<file path="config.mk">
export PLATFORM = sky130hd
export DESIGN_NAME = peak_rv32_regfile_mt
export DESIGN_NICKNAME = d
export VERILOG_FILES = /design/src/rtl/peak_regfile_pkg.sv /design/src/rtl/peak_regfile_bank.sv /design/src/rtl/peak_rv32_regfile_mt.sv
export SDC_FILE = /design/constraint.sdc
export NUM_CORES = 2
export LEC_CHECK = 0
export ABC_AREA = 1
export CORE_MARGIN = 5
export CORE_UTILIZATION = 35
export CTS_CLUSTER_DIAMETER = 200
export DETAILED_ROUTE_END_ITERATION = 12
export PLACE_DENSITY_LB_ADDON = 0.2
export SYNTH_ARGS = -nofsm -noshare
export SYNTH_HDL_FRONTEND = slang
export SYNTH_SLANG_ARGS = --single-unit
</file>
<file path="constraint.sdc">
create_clock -name CLK -period 3.75 [get_ports CLK]
set_input_delay 0.75 -clock CLK [delete_from_list [all_inputs] [get_ports CLK]]
set_output_delay 0.75 -clock CLK [all_outputs]
set_load 0.01 [all_outputs]
</file>
<file path="src/rtl/peak_regfile_pkg.sv">
// peak_regfile_pkg: shared FSM states, AR select default and {task, reg} indexing
package peak_regfile_pkg;
  typedef enum logic [1:0] {ST_INIT, ST_RUN, ST_CLR} state_e;
  localparam logic [7:0] AR_REGADDR_DEF = 8'h10;
  localparam int REG_IDX_W = 5;
  function automatic int unsigned reg_idx(input int unsigned t, input logic [REG_IDX_W-1:0] r);
    return (t << REG_IDX_W) | 32'(r);
  endfunction
endpackage

</file>
<file path="src/rtl/peak_regfile_bank.sv">
// peak_regfile_bank: 1W1R synchronous-read array, write forwarding under PEAK_REGFILE_BYPASS_EN
module peak_regfile_bank #(
  parameter int DW = 32,
  parameter int AW = 6
)(
  input  logic          clk,
  input  logic          rst,
  input  logic          we,
  input  logic [AW-1:0] waddr,
  input  logic [DW-1:0] wdata,
  input  logic [AW-1:0] raddr,
  input  logic          rzero,
  output logic [DW-1:0] rdata
);
  logic [DW-1:0] mem_q [0:(1<<AW)-1];
  logic [DW-1:0] rdata_d, rdata_q;
  always_ff @(posedge clk) if (we) mem_q[waddr] <= wdata;
  always_comb begin
`ifdef PEAK_REGFILE_BYPASS_EN
    rdata_d = rzero ? '0 : (we && waddr == raddr) ? wdata : mem_q[raddr];
`else
    rdata_d = rzero ? '0 : mem_q[raddr];
`endif
  end
  always_ff @(posedge clk or posedge rst)
    if (rst) rdata_q <= '0;
    else rdata_q <= rdata_d;
  assign rdata = rdata_q;
endmodule

</file>
<file path="src/rtl/peak_rv32_regfile_mt.sv">
// peak_rv32_regfile_mt: multi-task RV32 regfile with debug port, init/clear FSM; PEAK_REGFILE_BYPASS_EN enables write forwarding
module peak_rv32_regfile_mt
  import peak_regfile_pkg::*;
#(
  parameter int XLEN = 32,
  parameter int NUM_TASKS = 2,
  parameter logic [7:0] AR_REGADDR = AR_REGADDR_DEF,
  localparam int TASK_W = $clog2(NUM_TASKS)
)(
  input  logic              CLK,
  input  logic              RST,
  input  logic [TASK_W-1:0] TASKNUM,
  input  logic [4:0]        WADDR,
  input  logic              WE,
  input  logic [XLEN-1:0]   WDATA,
  input  logic [4:0]        RS1ADDR,
  input  logic [4:0]        RS2ADDR,
  output logic [XLEN-1:0]   RS1,
  output logic [XLEN-1:0]   RS2,
  input  logic              TASK_CLR,
  input  logic [TASK_W-1:0] TASK_CLR_ID,
  output logic              BUSY,
  input  logic              AR_EN,
  input  logic              AR_WR,
  input  logic [15:0]       AR_AD,
  input  logic [TASK_W-1:0] AR_TASK,
  input  logic [XLEN-1:0]   AR_DI,
  output logic [XLEN-1:0]   AR_DO
);
  localparam int AW = TASK_W + REG_IDX_W;
  localparam int NUM_ENT = NUM_TASKS << REG_IDX_W;
  state_e state_q, state_d;
  logic [AW-1:0] cnt_q, cnt_d;
  logic [TASK_W-1:0] clr_id_q, clr_id_d;
  logic ar_rd_q, ar_rd_d;
  logic ar_hit, we, zero1, zero2, ar_ad_unused;
  logic [AW-1:0] waddr, raddr1, raddr2;
  logic [XLEN-1:0] wdata;
  assign ar_ad_unused = ^AR_AD[7:5];
  assign BUSY = state_q != ST_RUN;
  assign ar_hit = AR_EN && AR_AD[15:8] == AR_REGADDR;
  assign ar_rd_d = ar_hit && !AR_WR;
  always_comb begin
    state_d = state_q;
    cnt_d = cnt_q;
    clr_id_d = clr_id_q;
    case (state_q)
      ST_INIT: begin
        cnt_d = cnt_q + 1'b1;
        if (cnt_q == AW'(NUM_ENT - 1)) state_d = ST_RUN;
      end
      ST_RUN: if (TASK_CLR) begin
        state_d = ST_CLR;
        clr_id_d = TASK_CLR_ID;
        cnt_d = '0;
      end
      ST_CLR: begin
        cnt_d = cnt_q + 1'b1;
        if (cnt_q[REG_IDX_W-1:0] == '1) begin
          state_d = ST_RUN;
          cnt_d = '0;
        end
      end
      default: state_d = ST_INIT;
    endcase
  end
  always_ff @(posedge CLK or posedge RST)
    if (RST) begin
      state_q <= ST_INIT;
      cnt_q <= '0;
      clr_id_q <= '0;
      ar_rd_q <= 1'b0;
    end else begin
      state_q <= state_d;
      cnt_q <= cnt_d;
      clr_id_q <= clr_id_d;
      ar_rd_q <= ar_rd_d;
    end
  // FSM zeroing owns the write port while busy; any AR strobe blocks the core
  always_comb begin
    we = 1'b0;
    waddr = AW'(reg_idx(32'(TASKNUM), WADDR));
    wdata = WDATA;
    if (BUSY) begin
      we = 1'b1;
      wdata = '0;
      waddr = state_q == ST_CLR ? AW'(reg_idx(32'(clr_id_q), cnt_q[REG_IDX_W-1:0])) : cnt_q;
    end else if (ar_hit && AR_WR) begin
      we = AR_AD[4:0] != '0;
      waddr = AW'(reg_idx(32'(AR_TASK), AR_AD[4:0]));
      wdata = AR_DI;
    end else if (!AR_EN) we = WE && WADDR != '0;
  end
  assign raddr1 = ar_rd_d ? AW'(reg_idx(32'(AR_TASK), AR_AD[4:0])) : AW'(reg_idx(32'(TASKNUM), RS1ADDR));
  assign raddr2 = AW'(reg_idx(32'(TASKNUM), RS2ADDR));
  assign zero1 = BUSY || (ar_rd_d ? AR_AD[4:0] == '0 : RS1ADDR == '0);
  assign zero2 = BUSY || RS2ADDR == '0;
  peak_regfile_bank #(.DW(XLEN), .AW(AW)) u_bank1 (
    .clk(CLK), .rst(RST), .we(we), .waddr(waddr), .wdata(wdata),
    .raddr(raddr1), .rzero(zero1), .rdata(RS1)
  );
  peak_regfile_bank #(.DW(XLEN), .AW(AW)) u_bank2 (
    .clk(CLK), .rst(RST), .we(we), .waddr(waddr), .wdata(wdata),
    .raddr(raddr2), .rzero(zero2), .rdata(RS2)
  );
  assign AR_DO = ar_rd_q ? RS1 : '0;
endmodule

</file>
==> run summary <==
SYNTH
----------------------------------------------------------------------------------
Area share of the largest cell type after synthesis .................        0.593
Cell type with the highest aggregate area in the netlist ............     edfxtp_1
Most common library cells after synthesis ........................... nand2_1, nand3_1, edfxtp_1
Net count after synthesis ...........................................       11,200
Post-synth cell types ...............................................           38
Cell area after synthesis ...........................................   0.104 mm^2
Sequential area share after synthesis ...............................        0.611
Post-synth EDFFs ....................................................        2,048
Async SR Flop Fraction ..............................................       0.0349
Dominant register cell in the synthesized netlist ...................     edfxtp_1
Mean post-synth cell area ...........................................    9.37 um^2
Total of flip-flops plus latches after synthesis ....................        2,122
Synth area leaders .................................................. edfxtp_1, nand3_1, nand2_1
Total number of yosys warnings ......................................            0
Cell count after synthesis ..........................................       11,100
Top-count cell post-synth ...........................................      nand2_1

CTS
----------------------------------------------------------------------------------
Count of cells resized by post-cts repair ...........................            0
Number of clock buffers inserted by TritonCTS .......................          231
H-tree levels .......................................................            4
Sink count of the clock tree ........................................        2,122
Clock slew seen by the registers of the worst setup and hold paths ..        60 ps
TritonCTS clock tree ................................................         done
Buffer depth of the longest clock path ..............................            3
Setup repair bufs after CTS .........................................            0
Insertion delay of the later-clocked pin in the worst-skew pair .....       880 ps
Buffer cell driving the clock tree root .............................    clkbuf_16
Number of buffers inserted by hold repair at cts ....................            0

TIMING
----------------------------------------------------------------------------------
Worst hold-check slack ..............................................       295 ps
Number of failing setup endpoints in the final timing report ........            0
Timing-limited maximum frequency ....................................      282 MHz
Final number of max-transition violations ...........................            0
Total Negative Setup Slacks .........................................         0 ps
Hold Violations, Final ..............................................            0
Slew headroom .......................................................        0.272
Unrepaired setup endpoints after global routing .....................        false
Post-layout minimum cycle time ......................................      3540 ps
Clock Skews .........................................................      28.8 ps
Tightest Pin Transition .............................................      1090 ps
Period utilisation layout ...........................................        0.944

WORST HOLD PATH
----------------------------------------------------------------------------------
Class of the worst hold path ........................................ input port to async pin

OUTCOME
----------------------------------------------------------------------------------
Result of the run ................................................... finished clean

FLOORPLAN
----------------------------------------------------------------------------------
Initial Utilization .................................................        0.352
Floorplan die height ................................................       554 um
Horizontal die dimension ............................................       554 um
Number of cell rows .................................................          199
Area of the die .....................................................   0.307 mm^2
Top-Level Pins ......................................................          201
Core outline area ...................................................   0.295 mm^2

LAYOUT
----------------------------------------------------------------------------------
Area added between synthesis and finish .............................        21.5%
Combined flip-flop and latch cell area ..............................  0.0634 mm^2
Fillcell total ......................................................       27,500
Multi-input combinational cell area .................................  0.0368 mm^2
Share of final-layout standard cells stronger than drive strength 1 .        0.116
Nets ................................................................       11,600

PWR
----------------------------------------------------------------------------------
Pwr per Cell Area ...................................................  533 mW/mm^2
Leakage power .......................................................      45.2 nW
Sum of internal, switching and leakage power ........................     0.0672 W
Worst vdd ir ........................................................       413 uV

RUN
----------------------------------------------------------------------------------
Reported max-cap violation count ....................................            0

WORST SETUP PATH
----------------------------------------------------------------------------------
Setup CP Type ....................................................... flop to primary output
Data required time of the critical path .............................      3000 ps
Category of the worst setup path launch point .......................         flop
Slowest cell on crit path ...........................................      dfrtp_1
Kind of end point of the critical path .............................. primary output
Cell-by-cell trace of the critical path ............................. nand2_1, inv_1, clkdlybuf4s50_1
Delay contributed by the slowest stage of the critical path .........      1060 ps
Crit path arrival time ..............................................      2790 ps
Largest fanout of any net on the critical path ......................           32

DETAILED ROUTING
----------------------------------------------------------------------------------
Via count ...........................................................       94,000
Number of detailed-routing iterations run before antenna repair .....            7
Number of DRC violations after detailed-routing iteration 0 .........       13,700
Aggregate routed wire length ........................................       440 mm
DRC violations left .................................................            0
Routed WL per cell ..................................................      28.3 um
Number of vias per cell .............................................         6.04
Routed Antenna Nets .................................................            0

PLACEMENT
----------------------------------------------------------------------------------
Count of input and output buffers ...................................          197
Hpwl dp .............................................................       275 mm
Final Wtd Congestion ................................................        0.903

GRT
----------------------------------------------------------------------------------
Maximum number of pins on one net before global-route repair ........          135
Total congestion overflow ...........................................            0
Number of antenna violations at the first check in global routing ...           11
Vias in the first global route ......................................       90,200
Global-route wire length before repair ..............................       627 mm
Global-route usage over all layers ..................................        0.275

cell type report:
| type | instances | share of cell area |
|---|---|---|
| clock inverters | 106 | 0.00850 |
| flip-flops and latches | 2122 | 0.503 |
| inverters | 98 | 0.00331 |
| clock buffers | 321 | 0.0513 |
| well taps | 3919 | 0.0389 |
| repair buffers | 1067 | 0.103 |
| multi-input cells | 7922 | 0.292 |
| diodes | 14 | 0.000278 |
kinds of logic (layout without fill, tap and decap cells):
logic type	Yosys count	count (layout)	share of synthesized area
buffers and inverters	1024	1592	0.0427
flip-flops	2122	2122	0.611
AND/OR/NAND/NOR	5901	5901	0.240
other	0	14	0
AO/OA/AOI/OAI	2015	2015	0.106
adder cells (fa/ha/maj)	6	6	0.000724
worst max-delay path, delay by kind of cell (launching register included):
family | cells | cell delay (ps)
buffers and inverters | 2 | 700
AND/OR/NAND/NOR | 1 | 140
flip-flops | 1 | 1060
layer usage:
metal / vias to the layer above / global-route usage / part of all wire
li1: 40300 / - / -
met5: - / 0 / 0.00012
met3: 1275 / 0.0498 / 0.10
met2: 6367 / 0.421 / 0.44
met1: 46100 / 0.370 / 0.40
met4: 8 / 0.149 / 0.061
power by group:
group          total, W  switching [W]  internal [W]
Sequential       0.0302       0.000927        0.0293
Combinational    0.0140        0.00982       0.00419
Clock            0.0229        0.00966        0.0132
cells in the final DEF, fill, tap and decap left out, types with 5 or more instances in the layout:
master / count
nor2_1: 1425
nand2_1: 2196
inv_8: 5
buf_12: 359
inv_6: 6
nand4_1: 10
clkinvlp_4: 5
nand3_1: 2159
clkinv_1: 21
edfxtp_1: 2048
buf_4: 512
a31oi_1: 31
o21ai_0: 1322
clkbuf_8: 29
inv_1: 83
clkinv_2: 55
clkbuf_16: 234
clkbuf_1: 59
diode_2: 14
a21oi_1: 27
clkdlybuf4s50_1: 191
bufinv_16: 19
nor2_4: 97
o32ai_1: 5
clkinv_8: 5
dfrtp_1: 74
ha_1: 5
o22ai_1: 614
state kept, by name, summed over array words and instances (netlist names):
| signal | cells |
|---|---|
| cnt_q | 6 |
| clr_id_q | 1 |
| u_bank1.mem_q | 32 |
| u_bank2.rdata | 32 |
| u_bank2.mem_q | 2016 |
| u_bank1.rdata | 32 |
| ar_rd_q | 1 |
| state_q | 2 |
worst paths after layout:
check | slack (ps) | startpoint | cells past startpoint | endpoint
max | 210 | ar_rd_q | 3 | AR_DO[22]
min | 300 | RST | 2 | u_bank1.rdata[20]
max reg2reg | 630 | state_q[1] | 10 | u_bank2.rdata[22]
min reg2reg | 570 | cnt_q[2] | 2 | cnt_q[2]
max in group asynchronous | 2740 | RST | 3 | u_bank1.rdata[26]
min in group CLK | 520 | RS2ADDR[2] | 5 | u_bank2.rdata[16]
metrics by stage:
step / std cells / utilization / cell area, um^2 / setup WS [ps]
2_1_floorplan: 11100 / - / 104000 / -275
3_3_place_gp: 15100 / 0.402 / 118000 / -486
3_5_place_dp: 15100 / 0.402 / 118000 / -490
4_1_cts: 15600 / 0.428 / 126000 / 204
5_1_grt: 15600 / 0.428 / 126000 / 66.0
6_report: 15600 / 0.428 / 126000 / 209
(Power assumes the default switching activity.)
